<file path="src/rtl/axis_read_interface.sv">
// rtl/axis_read_interface.sv - BRAM to AXI-Stream packet transmitter with 2-entry skid buffer
module axis_read_interface #(
  parameter int data_width     = 512,
  parameter int counter_width  = 10,
  parameter int mem_size_depth = 1024,
  parameter int keep_width     = data_width / 8
) (
  input  logic                     axis_clk,
  input  logic                     reset,
  input  logic                     start,
  input  logic [counter_width-1:0] start_addr,
  input  logic [counter_width:0]   pkt_len,
  input  logic [keep_width-1:0]    last_keep,
  input  logic [data_width-1:0]    bram_dout,
  output logic                     bram_ena,
  output logic                     bram_wena,
  output logic [counter_width-1:0] bram_address,
  output logic [data_width-1:0]    bram_data,
  output logic                     t_valid,
  output logic [data_width-1:0]    t_data,
  output logic                     t_last,
  output logic [keep_width-1:0]    t_keep,
  input  logic                     t_ready,
  output logic                     busy,
  output logic                     done
);

  typedef enum logic [1:0] {IDLE, READ, DRAIN} state_t;

  localparam logic [counter_width-1:0] last_addr = counter_width'(mem_size_depth - 1);

  state_t                 state;
  logic [counter_width:0] len_r;
  logic [counter_width:0] rd_cnt;
  logic [counter_width:0] sent_cnt;
  logic [keep_width-1:0]  keep_r;
  logic [data_width-1:0]  fifo_mem [2];
  logic                   wr_ptr;
  logic                   rd_ptr;
  logic [1:0]             occ;
  logic                   pend;
  logic                   pop;
  logic                   last_issue;
  logic [2:0]             level;

  assign t_valid   = (occ != 2'd0);
  assign pop       = t_valid & t_ready;
  assign t_last    = t_valid && (sent_cnt == len_r - 1'b1);
  assign t_keep    = !t_valid ? '0 : (t_last ? keep_r : '1);
  assign t_data    = t_valid ? fifo_mem[rd_ptr] : '0;
  assign busy      = (state != IDLE);
  assign bram_wena = 1'b0;
  assign bram_data = '0;

  // Buffered beats plus the read whose data lands next edge, less the beat leaving now;
  // keeping this below 2 means the buffer can never be pushed while full.
  assign level      = {1'b0, occ} + {2'b0, pend} - {2'b0, pop};
  assign bram_ena   = (state == READ) && (level < 3'd2);
  assign last_issue = bram_ena && (rd_cnt == len_r - 1'b1);

  always_ff @(posedge axis_clk) begin
    if (pend) fifo_mem[wr_ptr] <= bram_dout;
  end

  always_ff @(posedge axis_clk or posedge reset) begin
    if (reset) begin
      state        <= IDLE;
      len_r        <= '0;
      rd_cnt       <= '0;
      sent_cnt     <= '0;
      keep_r       <= '0;
      wr_ptr       <= 1'b0;
      rd_ptr       <= 1'b0;
      occ          <= 2'd0;
      pend         <= 1'b0;
      bram_address <= '0;
      done         <= 1'b0;
    end else begin
      done <= 1'b0;
      pend <= bram_ena;
      occ  <= occ + {1'b0, pend} - {1'b0, pop};
      if (pend) wr_ptr <= ~wr_ptr;
      if (pop) begin
        rd_ptr   <= ~rd_ptr;
        sent_cnt <= sent_cnt + 1'b1;
      end
      if (bram_ena) begin
        bram_address <= (bram_address == last_addr) ? '0 : bram_address + 1'b1;
        rd_cnt       <= rd_cnt + 1'b1;
      end
      case (state)
        IDLE: begin
          if (start && (pkt_len != '0)) begin
            state        <= READ;
            len_r        <= pkt_len;
            keep_r       <= last_keep;
            bram_address <= start_addr;
            rd_cnt       <= '0;
            sent_cnt     <= '0;
          end
        end
        READ: begin
          if (last_issue) state <= DRAIN;
        end
        DRAIN: begin
          if (pop && t_last) begin
            state <= IDLE;
            done  <= 1'b1;
          end
        end
        default: state <= IDLE;
      endcase
    end
  end

endmodule

</file>
<file path="config.mk">
export PLATFORM = sky130hd
export DESIGN_NAME = axis_read_interface
export DESIGN_NICKNAME = d
export VERILOG_FILES = /design/src/rtl/axis_read_interface.sv
export SDC_FILE = /design/constraint.sdc
export NUM_CORES = 1
export LEC_CHECK = 0
export CAP_MARGIN = 15
export CORE_AREA = 2 2 672 674
export CTS_BUF_LIST = sky130_fd_sc_hd__clkbuf_2
export DETAILED_ROUTE_END_ITERATION = 10
export DIE_AREA = 0 0 674 676
export SYNTH_ARGS = -nofsm -noshare
export SYNTH_HDL_FRONTEND = slang
export SYNTH_SLANG_ARGS = --single-unit
</file>
<file path="constraint.sdc">
create_clock -name axis_clk -period 70.7 [get_ports axis_clk]
set_clock_uncertainty 0.15 [all_clocks]
set_input_delay 7.07 -clock axis_clk [delete_from_list [all_inputs] [get_ports axis_clk]]
set_output_delay 7.07 -clock axis_clk [all_outputs]
set_load 0.02 [all_outputs]
</file>
# Yosys cells after proc, flatten, opt, wreduce, memory -nomap -nowiden
# Memories as Yosys holds them, arrays and structs flattened.
# Cells that the tools add are included.
[totals]
register_bits = 115
latch_bits = 0
ram_bits = 1024
mem_bits_ro = 0
wordCells = 64
mem_count = 1
[op_classes]
addsub = 8
n_mul = 0
div = 0
order_cmp = 1
n_eq_ne = 8
shifts = 0
muxes = 21
bitwise = 3
reduce_logical = 11
[mem_list]
columns = ["memory", "depth", "width", "rd", "rd_clocked_by_memory_dff", "write_ports", "line", "text"]
rows = [
  ["fifo_mem", 2, 512, 1, 0, 1, "37", "logic [data_width-1:0] fifo_mem [2];"],
]
[ops]
columns = ["cell", "count"]
rows = [
  ["$mux W512", 1],
  ["$mux W64", 2],
  ["$mux W11", 6],
  ["$mux W10", 4],
  ["$add A11 B1 Y11 const B", 2],
  ["$eq A11 B11 Y1", 2],
  ["$reduce_bool A11 Y1", 1],
  ["$sub A11 B1 Y11 const B", 1],
  ["$add A10 B1 Y10 const B", 1],
  ["$eq A10 B10 Y1 const B", 1],
  ["$mux W2", 3],
  ["$ne A2 B2 Y1 const B", 3],
  ["$pmux W2 S3", 1],
  ["$logic_and A1 B1 Y1", 5],
  ["$mux W1", 4],
  ["$reduce_bool A2 Y1", 2],
  ["$add A2 B1 Y3", 1],
  ["$lt A3 B2 Y1 const B", 1],
  ["$reduce_and A3 Y1", 1],
  ["$sub A3 B1 Y3", 1],
  ["$add A2 B1 Y2", 1],
  ["$eq A2 B1 Y1 const B", 1],
  ["$eq A2 B2 Y1 const B", 1],
  ["$logic_not A2 Y1", 1],
  ["4 further kinds", 5],
]

# Longest topological paths before layout
# Gate-level depths: netlist of the first run.
[depth]
depth_word = 8
depth_mapped = 16

# Worst setup path after synthesis of the first run
# Ideal clock, no wire load.
[synth_timing]
path_type = "register -> register"
from = "register wr_ptr"
to = "memory fifo_mem[0][0], enable pin"
arrival_ns = 21.566
required_time_ns = 69.152
slack_ns = 47.586
path_stages_with_launch = 2
n_path_buf = 0
path_cell_list = "dfrtp_1 > nor2_1"
[synth_lines]
columns = ["item", "line", "text"]
rows = [
  ["from (decl)", "38", "logic wr_ptr;"],
  ["from (signal assigned)", "82", "if (pend) wr_ptr <= ~wr_ptr;"],
  ["to (decl)", "37", ""],
]
# Straight into the memory's write port.

# Final worst setup path of the first run
[layout_timing]
from = "input port t_ready"
to = "output port bram_ena"
[layout_via]
elab_chain_cells = 4
[layout_rtl]
columns = ["item", "line", "text"]
rows = [
  ["from (decl)", "23", "input logic t_ready,"],
  ["$and A1 B1 Y1", "47", "assign pop = t_valid & t_ready;"],
  ["via pop", "42", "logic pop;"],
  ["$sub A3 B1 Y3", "57", "assign level = {1'b0, occ} + {2'b0, pend} - {2'b0, pop};"],
  ["via level[1]", "44", "logic [2:0] level;"],
  ["$lt A3 B2 Y1", "58", "assign bram_ena = (state == READ) && (level < 3'd2);"],
  ["$logic_and A1 B1 Y1", "58", ""],
  ["to (decl)", "15", "output logic bram_ena,"],
]
# The timed path passes the listed nets, and every way through them passes these cells.

==> flow_metrics.tcl, run 1 <==
set metrics [dict create \
    grt_setup_unrepaired "false" \
    final_cell_mix "clkdlybuf4s50_1 (1191), edfxtp_1 (1024), nor2_1 (541)" \
    max_stage_delay_ps 670 \
    hpwl_mm 196 \
    cts-resized-gates 0 \
    cp_max_fo 11 \
    setup_tns_ps 0 \
    powerDensity_nw_per_um2 42.4 \
    post_cts_buffers 0 \
    gp_congestion 0.893 \
    max_freq_mhz 56.4 \
    pre_cts_slack_ps 52980 \
    switchingPower_w 0.00127 \
    setup.worst_path.start "t_ready" \
    grt_pass1_vias 29300 \
    min_period_ps 17730 \
    fin_crit_sh 0.251 \
    port_buffers 1191 \
    crit_chain "clkdlybuf4s50_1 > nand2_1 > inv_1 > ha_1 > inv_1 > ha_1 > fa_1 > or3_1 > inv_2 > clkdlybuf4s50_1" \
    worst_slack_ps 52970 \
    ys.flop_type "edfxtp_1" \
    slew_violations 0 \
    final_hold_viol_count 0 \
    worstRegToRegCells 5 \
    numClockSinks 1139 \
    cp_slowest_cell "clkdlybuf4s50_1" \
    grt_overflow 0 \
    synth_edf_count 1024 \
    max-slew-margin-rel 0.174 \
    core_area_um2 448000 \
    dieArea_um2 456000 \
    postSynthCellCount 3213 \
    cp.arrival_ps 10510 \
    peakVddDrop_uv 31.7 \
    ys_async_sr_fraction 0.101 \
    wire_per_inst_um 22.1 \
    routed_wl_mm 240 \
    die_w_um 674 \
    cts_root_buf "clkbuf_2" \
    vias_per_cell 2.86 \
    drc 0 \
    antenna_found_initial 178 \
    yosys_register_bits 1139 \
    total_power_w 0.00289 \
    grt_max_degree 134 \
    hold_class "reg -> reg" \
    fill_cells 49600 \
    cts_buffer_depth 4 \
    start_util 0.107 \
    firstDrtPassIters 5 \
    numCtsBuffers 312 \
    start_kind "primary input" \
    pin_count 1705 \
    fp-row-count 246 \
    ctsHoldBuffers 0 \
    worst_pin_slew_ps 1210 \
    nNetsFinal 5217 \
    p_int_w 0.00162 \
    syn_to_final_growth_pct 42.1 \
    leakage_nw 24.5 \
    cp.required_ps 63480 \
    multiInputGateArea_um2 11800 \
    crit-reg2reg-launch "wr_ptr" \
    track_usage 0.0991 \
    r2r-end "fifo_mem[1][122]" \
    drive_above_1_share 0.127 \
    yosysUniqueCellTypes 51 \
    clkLatencyLatePin_ps 1780 \
    vias 30900 \
    comb_power_share 0.499 \
    synth_area_um2 48000 \
    die_height_um 676 \
    synth_seq_area_share 0.700 \
    critPathKind "in -> out" \
    cts.clk_slew.worst_paths_ps 90 \
    switching_share 0.439 \
    crit_path_end_kind "primary output" \
    cts_tree "yes" \
    crit_end "bram_ena" \
    setup_violations 0 \
    grt_pass1_wl_mm 295 \
    pwr-share-seq 0.330 \
    status "complete, no violations" \
    h-tree-depth 5 \
    final_common_cell "clkdlybuf4s50_1" \
    final_antenna_net_count 0 \
    r2r_setup_slack_ps 65520 \
    syn_area_per_cell_um2 14.9 \
    seq_area_um2 33600 \
    maxCapViolations 0 \
    drtIter0Drc 1984 \
    p_clk_frac 0.171 \
    yosysWarnings 0 \
]
[Yosys cell counts, types with 2 or more instances]
master | number | share of area
and3_1 | 6 | 0.00078
buf_1 | 40 | 0.0031
nor4_1 | 6 | 0.00078
a21oi_1 | 11 | 0.0011
ha_1 | 6 | 0.0016
nor3_1 | 5 | 0.00052
o21a_1 | 64 | 0.010
or4_1 | 3 | 0.00047
dfrtp_1 | 115 | 0.060
inv_2 | 2 | 0.00016
clkbuf_1 | 98 | 0.0077
o21bai_1 | 2 | 0.00031
a31oi_1 | 2 | 0.00026
xnor2_1 | 29 | 0.0053
nor2_1 | 543 | 0.042
buf_4 | 513 | 0.080
nor3b_1 | 2 | 0.00031
o2111ai_1 | 2 | 0.00036
mux2_2 | 72 | 0.017
nand2_1 | 32 | 0.0025
nand4_1 | 8 | 0.0010
a211o_1 | 2 | 0.00036
or3_1 | 7 | 0.00091
xor2_1 | 25 | 0.0046
buf_6 | 6 | 0.0014
buf_2 | 3 | 0.00031
a2111o_1 | 2 | 0.00047
inv_1 | 16 | 0.0013
nand3_1 | 13 | 0.0014
nand2b_1 | 6 | 0.00078
o21ai_0 | 17 | 0.0018
edfxtp_1 | 1024 | 0.64
mux2i_1 | 513 | 0.11
[routing by layer]
layer  vias to the layer above  part of all wire  routed length (µm)  global-route usage
li1                      13500                 -                   -                   -
met1                     15000              0.32               76700              0.0940
met2                      1802              0.53              128000               0.185
met3                       556              0.10               23900              0.0427
met4                        82             0.046               11000              0.0417
met5                         -            0.0022                 521                   0
[critical path: cells and delay by family]
kind | cells | cell delay (ps)
adder cells (fa/ha/maj) | 3 | 970
buffers and inverters | 5 | 1630
AND/OR/NAND/NOR | 2 | 820
[flip-flops by register name (all words and copies together) (netlist names)]
name	flops
fifo_mem	1024
keep_r	64
len_r	11
rd_cnt	11
sent_cnt	11
bram_address	10
occ	2
state	2
done	1
pend	1
rd_ptr	1
wr_ptr	1
[how the worst min path moves through the flow]
stage                          start         end  slack (ps)  depth (start not counted)
final                     keep_r[44]  keep_r[44]         370                          1
after global routing      keep_r[40]  keep_r[40]         390                          1
after CTS                 keep_r[44]  keep_r[44]         370                          1
after detailed placement  keep_r[44]  keep_r[44]         350                          1
after global placement          pend      wr_ptr         320                          1
after floorplan               wr_ptr      wr_ptr         300                          1
[power groups by stage]
stage	clock network [W]	registers [W]	logic (W)
final	0.000494	0.000955	0.00144
after global routing	0.000552	0.000968	0.00153
after CTS	0.000521	0.000954	0.00150
after detailed placement	0	0.000969	0.00149
after global placement	0	0.000966	0.00149
after floorplan	0	0.00104	0.000725
[layout make-up]
cell class,count,share of cell area
Inverter,18,0.00106
Tap cell,5952,0.109
Clock buffer,446,0.0327
Sequential cell,1139,0.493
Timing Repair Buffer,1230,0.180
Antenna cell,59,0.00216
Multi-Input combinational cell,1908,0.174
Clock inverter,77,0.00858
[through the flow]
step / utilization / hold slack [ps] / cells / instance area, µm²
after floorplan: - / 304 / 3725 / 50000
after global placement: 0.146 / 319 / 10200 / 65300
after detailed placement: 0.146 / 347 / 10200 / 65300
after CTS: 0.152 / 368 / 10800 / 68100
after global routing: 0.152 / 386 / 10800 / 68200
final: 0.152 / 367 / 10800 / 68200
[cells by family (layout without fill, tap and decap cells)]
logic type / after synthesis / in the layout / share of synthesized area
multiplexers: 585 / 585 / 0.124
flip-flops: 1139 / 1139 / 0.700
buffers and inverters: 678 / 1771 / 0.0941
adder cells (fa/ha/maj): 7 / 7 / 0.00198
XOR/XNOR: 55 / 55 / 0.0103
other: 1 / 572 / 0.0000781
AND/OR/NAND/NOR: 640 / 640 / 0.0538
AO/OA/AOI/OAI: 108 / 108 / 0.0158
Power figures use the tool's default switching activity.
==> run 2, diff against run 1 <==
--- a/config.mk
+++ b/config.mk
@@ -6,10 +6,10 @@
 export NUM_CORES = 1
 export LEC_CHECK = 0
 export CAP_MARGIN = 15
-export CORE_AREA = 2 2 672 674
+export CORE_AREA = 2 2 671 673
 export CTS_BUF_LIST = sky130_fd_sc_hd__clkbuf_2
 export DETAILED_ROUTE_END_ITERATION = 10
-export DIE_AREA = 0 0 674 676
+export DIE_AREA = 0 0 673 675
 export SYNTH_ARGS = -nofsm -noshare
 export SYNTH_HDL_FRONTEND = slang
 export SYNTH_SLANG_ARGS = --single-unit
==> constraint.sdc (replaced) <==
create_clock -name axis_clk -period 14.19 [get_ports axis_clk]
set_clock_uncertainty 0.15 [all_clocks]
set_input_delay 1.419 -clock axis_clk [delete_from_list [all_inputs] [get_ports axis_clk]]
set_output_delay 1.419 -clock axis_clk [all_outputs]
set_load 0.02 [all_outputs]
==> flow_metrics.tcl, run 2 (synthesized netlist as in run 1, its figures left out) <==
set metrics [dict create \
    status "complete, no violations" \
    cp.required_ps 12620 \
    syn_to_final_growth_pct 53.5 \
    gp_congestion 0.902 \
    comb_power_share 0.490 \
    track_usage 0.0964 \
    hpwl_mm 189 \
    final_antenna_net_count 0 \
    critPathKind "reg -> out" \
    p_int_w 0.00824 \
    wire_per_inst_um 20.5 \
    vias 33400 \
    peakVddDrop_uv 139 \
    port_buffers 1191 \
    fp-row-count 246 \
    final_hold_viol_count 0 \
    cts.clk_slew.worst_paths_ps 100 \
    switching_share 0.430 \
    final_cell_mix "clkdlybuf4s50_1 (1191), edfxtp_1 (1024), nor2_1 (541)" \
    grt_pass1_vias 31900 \
    max-slew-margin-rel 0.244 \
    final_common_cell "clkdlybuf4s50_1" \
    multiInputGateArea_um2 11800 \
    cts-resized-gates 0 \
    ctsHoldBuffers 534 \
    numClockSinks 1139 \
    slew_violations 0 \
    reg_top3 "fifo_mem (1024), keep_r (64)" \
    max_freq_mhz 120 \
    nNetsFinal 5757 \
    gr-usage-met2 0.182 \
    start_util 0.107 \
    core_area_um2 447000 \
    min_period_ps 8320 \
    fin_crit_sh 0.586 \
    routed_wl_mm 233 \
    cts_tree "yes" \
    cp_common_cell "buf_4" \
    pre_cts_slack_ps 7610 \
    vias_per_cell 2.94 \
    h-tree-depth 5 \
    maxCapViolations 0 \
    largest_reg_flops 1024 \
    pin_count 1705 \
    met3_usage 0.0278 \
    setup_violations 0 \
    worst_slack_ps 5880 \
    worst_pin_slew_ps 1130 \
    p_clk_frac 0.171 \
    antenna_found_initial 157 \
    crit_path_end_kind "primary output" \
    clkLatencyLatePin_ps 1770 \
    grt_overflow 0 \
    die_w_um 673 \
    numCtsBuffers 305 \
    post_cts_buffers 0 \
    hold_ws_ps 369 \
    dieArea_um2 454000 \
    busiest_layer "met2" \
    seq_area_um2 33600 \
    regMostFlops "fifo_mem" \
    cp_max_fo 141 \
    start_kind "flip-flop" \
    grt_pass1_wl_mm 294 \
    drtIter0Drc 2308 \
    crit_chain "nor2_4 > buf_4 > buf_4 > buf_4 > buf_4 > buf_12 > nor2_1 > clkdlybuf4s50_1" \
    grt_max_degree 149 \
    die_height_um 675 \
    firstDrtPassIters 5 \
    leakage_nw 26.7 \
    cp.arrival_ps 6750 \
    switchingPower_w 0.00623 \
    hold_class "reg -> reg" \
    drive_above_1_share 0.111 \
    drc 0 \
    pwr-share-seq 0.338 \
    use_met1 0.0990 \
    max_stage_delay_ps 730 \
    cp_slowest_cell "buf_4" \
    setup_tns_ps 0 \
    powerDensity_nw_per_um2 196 \
    fill_cells 49100 \
    grt_setup_unrepaired "false" \
    cts_buffer_depth 4 \
    cts_root_buf "clkbuf_2" \
]
run 2: changes by cell type in the layout (fill, tap and decap cells not counted), moves of 3 or more:
| cell | change |
|---|---|
| dlygate4sd3_1 | +534 |
| clkinvlp_4 | +3 |
| bufinv_16 | +5 |
| clkinv_2 | +3 |
| buf_4 | +11 |
| clkbuf_2 | -43 |
| diode_2 | +13 |
| inv_6 | -7 |
| clkinv_1 | +8 |
run 2: per-stage QoR:
step                cell area, µm²   util  std cells  total power (W)
finish                       73700  0.165      11400           0.0145
floorplan                    50000      -       3725          0.00859
global placement             65400  0.146      10300           0.0120
CTS                          73500  0.164      11300           0.0147
global route                 73700  0.165      11300           0.0152
detailed placement           65400  0.146      10300           0.0120
run 2: path summary, 6_finish.rpt:
path | start | end | slack (ps) | depth (start not counted)
setup / recovery | occ[1] | t_data[182] | 5880 | 8
hold / removal | keep_r[30] | keep_r[30] | 370 | 1
setup reg to reg | occ[1] | bram_address[9] | 9170 | 15
hold reg to reg | keep_r[30] | keep_r[30] | 370 | 1
max in group asynchronous | reset | keep_r[44] | 10930 | 6
min in group asynchronous | reset | bram_address[2] | 930 | 4
run 2: routing by layer:
| layer | wire (µm) | vias to the layer above | share of wire |
|---|---|---|---|
| met5 | 400 | - | 0.0017 |
| met4 | 8930 | 64 | 0.038 |
| met3 | 17700 | 549 | 0.076 |
| met2 | 127000 | 1888 | 0.54 |
| met1 | 79700 | 16300 | 0.34 |
| li1 | - | 14600 | - |
run 2: final cells by class:
cell class | instances | area share
sequential | 1139 | 0.456
clock inverter | 93 | 0.0106
tap | 5952 | 0.101
antenna | 72 | 0.00244
inverter | 18 | 0.000951
timing repair buffer | 1777 | 0.241
clock buffer | 403 | 0.0274
multi-input combinational | 1908 | 0.161
run 2: worst max-delay path: cells and delay by family, from the launching register on:
kind          cells  cell delay [ps]
flops             1              440
buf+inv           6             3740
simple gates      2              270
run 2: power by group through the flow:
stage / logic [W] / registers, W / clock network (W)
final: 0.00710 / 0.00490 / 0.00248
after global routing: 0.00746 / 0.00497 / 0.00273
after CTS: 0.00723 / 0.00493 / 0.00258
after detailed placement: 0.00699 / 0.00500 / 0
after global placement: 0.00700 / 0.00499 / 0
after floorplan: 0.00361 / 0.00498 / 0
